File: config.mk
export PLATFORM = sky130hd
export DESIGN_NAME = resp_misr
export DESIGN_NICKNAME = d
export VERILOG_FILES = /design/src/rtl/resp_misr.sv
export SDC_FILE = /design/constraint.sdc
export NUM_CORES = 1
export LEC_CHECK = 0
export ABC_AREA = 1
export CAP_MARGIN = 25
export CORE_MARGIN = 2
export CORE_UTILIZATION = 40
export CTS_CLUSTER_DIAMETER = 40
export DETAILED_ROUTE_END_ITERATION = 10
export HOLD_SLACK_MARGIN = 0.1
export PLACE_DENSITY = 0.82
export SLEW_MARGIN = 40
export SYNTH_ARGS = -nofsm -noshare
export SYNTH_HDL_FRONTEND = slang
export SYNTH_SLANG_ARGS = --single-unit
File: constraint.sdc
create_clock -name clk -period 1.5 [get_ports clk]
set_input_delay 0.45 -clock clk [delete_from_list [all_inputs] [get_ports clk]]
set_output_delay 0.45 -clock clk [all_outputs]
set_load 0.02 [all_outputs]
File: src/rtl/resp_misr.sv
// =============================================================================
// Module   : resp_misr
// Brief    : Response-side MISR compactor: folds N accepted Y samples into a
//            W-bit signature and compares it against a golden value.
//            Optional idle timeout: define RESP_MISR_TIMEOUT_EN.
// Revision : 1.0 - initial release
// =============================================================================
`default_nettype none

module resp_misr #(
    parameter int            W    = 96,
    parameter int            N    = 99,
    parameter int            CW   = 8,
    parameter logic [W-1:0]  POLY = W'('h41),
    parameter logic [W-1:0]  INIT = '0
`ifdef RESP_MISR_TIMEOUT_EN
    ,
    parameter int            TO   = 255
`endif
) (
    input  logic          clk,
    input  logic          rst,
    input  logic          start,
    input  logic          en,
    input  logic [W-1:0]  Y,
    input  logic [W-1:0]  golden,
    output logic          busy,
    output logic          done,
    output logic          pass,
    output logic [W-1:0]  sig,
    output logic [CW-1:0] count
`ifdef RESP_MISR_TIMEOUT_EN
    ,
    output logic          timeout
`endif
);

    typedef enum logic [1:0] {
        S_IDLE = 2'd0,
        S_RUN  = 2'd1,
        S_DONE = 2'd2
    } state_t;

    localparam logic [CW-1:0] c_last = CW'(N - 1);

    state_t        r_state, w_state_nxt;
    logic [W-1:0]  r_sig,   w_sig_nxt;
    logic [CW-1:0] r_count, w_count_nxt;
    logic          r_pass,  w_pass_nxt;
    logic [W-1:0]  w_misr;

`ifdef RESP_MISR_TIMEOUT_EN
    localparam int              c_iw      = $clog2(TO + 1);
    localparam logic [c_iw-1:0] c_to_last = c_iw'(TO - 1);

    logic [c_iw-1:0] r_idle,    w_idle_nxt;
    logic            r_timeout, w_timeout_nxt;
`endif

    // Rotate first (MSB wraps into bit 0), then fold in the sample and taps.
    assign w_misr = {r_sig[W-2:0], r_sig[W-1]} ^ Y ^ (r_sig[W-1] ? POLY : '0);

    always_comb begin
        w_state_nxt = r_state;
        w_sig_nxt   = r_sig;
        w_count_nxt = r_count;
        w_pass_nxt  = r_pass;
`ifdef RESP_MISR_TIMEOUT_EN
        w_idle_nxt    = r_idle;
        w_timeout_nxt = r_timeout;
`endif
        case (r_state)
            S_IDLE, S_DONE: begin
                // A start cycle never consumes the en sample that arrives with it.
                if (start) begin
                    w_state_nxt = S_RUN;
                    w_sig_nxt   = INIT;
                    w_count_nxt = '0;
                    w_pass_nxt  = 1'b0;
`ifdef RESP_MISR_TIMEOUT_EN
                    w_idle_nxt    = '0;
                    w_timeout_nxt = 1'b0;
`endif
                end
            end
            S_RUN: begin
                if (en) begin
                    w_sig_nxt   = w_misr;
                    w_count_nxt = r_count + 1'b1;
`ifdef RESP_MISR_TIMEOUT_EN
                    w_idle_nxt  = '0;
`endif
                    if (r_count == c_last) begin
                        w_state_nxt = S_DONE;
                        w_pass_nxt  = (w_misr == golden);
                    end
                end
`ifdef RESP_MISR_TIMEOUT_EN
                else begin
                    w_idle_nxt = r_idle + 1'b1;
                    if (r_idle == c_to_last) begin
                        w_state_nxt   = S_DONE;
                        w_pass_nxt    = 1'b0;
                        w_timeout_nxt = 1'b1;
                    end
                end
`endif
            end
            default: w_state_nxt = S_IDLE;
        endcase
    end

    always_ff @(posedge clk) begin
        if (!rst) begin
            r_state <= S_IDLE;
            r_sig   <= INIT;
            r_count <= '0;
            r_pass  <= 1'b0;
`ifdef RESP_MISR_TIMEOUT_EN
            r_idle    <= '0;
            r_timeout <= 1'b0;
`endif
        end else begin
            r_state <= w_state_nxt;
            r_sig   <= w_sig_nxt;
            r_count <= w_count_nxt;
            r_pass  <= w_pass_nxt;
`ifdef RESP_MISR_TIMEOUT_EN
            r_idle    <= w_idle_nxt;
            r_timeout <= w_timeout_nxt;
`endif
        end
    end

    assign busy  = (r_state == S_RUN);
    assign done  = (r_state == S_DONE);
    assign pass  = r_pass;
    assign sig   = r_sig;
    assign count = r_count;
`ifdef RESP_MISR_TIMEOUT_EN
    assign timeout = r_timeout;
`endif

endmodule

`default_nettype wire

==> results <==
## layer usage
layer	up-vias	track usage [%]	part of all wire, %
met5	-	0	0
met4	0	10.8	3.4
met3	76	5.92	8.3
met2	406	48.9	49
met1	4491	31.7	39
li1	4930	-	-
## metrics by stage
stage | setup TNS, ns | instance area, um2 | power [uW] | hold WS [ns] | utilization, %
after floorplan | -0.204 | 7390 | 4240 | 0.444 | -
after global placement | -39.82 | 11800 | 5550 | 0.471 | 65.2
after detailed placement | -43.34 | 11800 | 5600 | 0.480 | 65.2
after CTS | -0.526 | 12400 | 7980 | 0.479 | 68.6
after global routing | -7.38 | 12800 | 8580 | 0.500 | 71.0
final | -2.23 | 12800 | 8210 | 0.470 | 71.0
## flip-flops by register name, summed over array words and instances (netlist names)
register	flops
sig	96
pass	1
r_state	2
count	8
## worst paths after layout
check,start,to,slack [ns],depth (start not counted)
max,golden[0],pass,-0.15,12
min,Y[35],sig[35],0.47,4
max reg2reg,r_state[0],count[7],-0.13,11
min reg2reg,sig[46],sig[46],0.49,2
## where the power goes
group / switching, uW / internal (uW)
Clock: 1170 / 1180
Combinational: 1360 / 1410
Sequential: 119 / 2950
## cells in the mapped netlist (all sizes together)
cell type,number
nand2,573
inv,162
dfxtp,107
nand3,107
a21oi,103
nor2,74
nand3b,54
or2,26
clkbuf,22
xor2,18
xnor2,17
buf,9
nor3,4
o21ai,3
a211oi,2
ha,2
nand4,2
nor3b,2
and3,1
## kinds of logic after synthesis
| family | synth area share (%) |
|---|---|
| buffers and inverters | 10.0 |
| AOI/OAI and AO/OA | 7.39 |
| adders and majority gates | 0.339 |
| and+or+nand+nor | 49.1 |
| DFF | 29.0 |
| xor gates and xnor gates | 4.15 |
## worst max-delay path: stages
cell and delay [ns]:
clkdlybuf4s50_1 0.45, nand2_1 0.10, nand2_1 0.05, nor2_1 0.09
nand2_1 0.06, nor2_1 0.10, nand2_1 0.06, nor2_1 0.11
nand2_1 0.12, nor2_2 0.17, nand3_1 0.08, a21oi_1 0.12
## layout make-up
class	instances	area, um2	area share, %
inverters	162	629	4.92
flip-flops and latches	107	2220	17.3
well taps	229	287	2.24
multi-input cells	988	4910	38.3
clock buffers	11	243	1.90
diodes	2	5.00	0.0391
repair buffers	478	4470	34.9
clock inverters	5	37.5	0.293
## what timing repair did
action / in CTS / in global routing
setup buffers: 12 / 11
resized for setup: 494 / 135
endpoints found under the setup margin: 205 / 144
cloned: 3 / 5
endpoints found under the hold margin: 0 / 0
pin swaps: 57 / 91
==> impl_metrics.ini <==
[clock_network]
cts_sinks = 107
tritoncts = yes
cts_root_buf = clkbuf_16
insertion_delay_ns = 0.35
h-tree-depth = 3
clk_pin_slew_ns = 0.08
hold_buffers = 0
clock_path_buffers = 2
cts_buffers = 9

[critical_path]
end_kind = register
critPathMaxFanout = 2
crit_path_start_kind = input port
cp.required_ns = 1.79
crit_type = in2reg
arrival_ns = 1.94

[routing]
vias_per_cell = 5.00
drt_iter0_markers = 438
drcViolationCount = 0
vias = 9903
drt-pass1-iter-count = 5
avgRoutedWirePerCell_um = 14.8
wirelength_um = 29400
ant_nets = 0

[pwr]
power_density_nw_per_um2 = 641
p_leak_uw = 0.00607
vdd_ir_drop_max_v = 0.000506

[cells_and_area]
syn2layout_area_growth_pct = 73.3
final_common_cell = nand2_1
drive_above_1_share_pct = 27.6
final_cell_mix = nand2_1, inv_1, buf_4
n_fill_cell = 1489
instances_no_fill = 1982
finalNetCount = 1944

[synth]
synthesis.nets = 1486
yosysUniqueCellTypes = 26
seq_area_frac_synth_pct = 29.0
synthCells = 1288
ys.warnings.count = 0
synth_top_area_share_pct = 29.0
synth_top_area_cell = nand2_1
syn_avg_cell_area_um2 = 5.73
netlist_area_um2 = 7380
yosys-top-cells-area = nand2_1, dfxtp_1, inv_1
ys_ff_latch = 107

[sta]
hold_viol = 0
slew_headroom_pct = 80.0
max_slew.worst_pin.slew_ns = 0.299
post-route-period-util_pct = 110
finalClockSkew_ns = 0.0108
fmaxAchievable_ghz = 0.605
rsz0062_at_grt = true
setup_viol = 65
fin_crit_ns = 1.65
slew_violations = 0
worst_slack_ns = -0.152

[run_status]
status = finished, violations left
violations = setup timing

[floorplan]
design.core.area_um2 = 18000
die_h_um = 140
die_w_um = 140
num_rows = 49
dieArea_um2 = 19600
initial_core_util_pct = 41.0
boundaryPins = 303

[grt]
grt_max_degree = 48
grt_antenna_before_repair = 1
grt_pass1_wl_um = 43800
grt_util_all_layers_pct = 27.3
grt_pass1_vias = 9295
grt-ovfl-total = 0

[placement]
dp_worst_setup_slack_ns = -0.756
finalWeightedCongestion = 0.904
dpl.hpwl_um = 20500
portBuffers = 302
numPlacedInstances = 1934

[run]
max_cap_violations = 0

[min_path]
hold_class = in2reg
No activity file was read; power rests on OpenSTA's default activity.
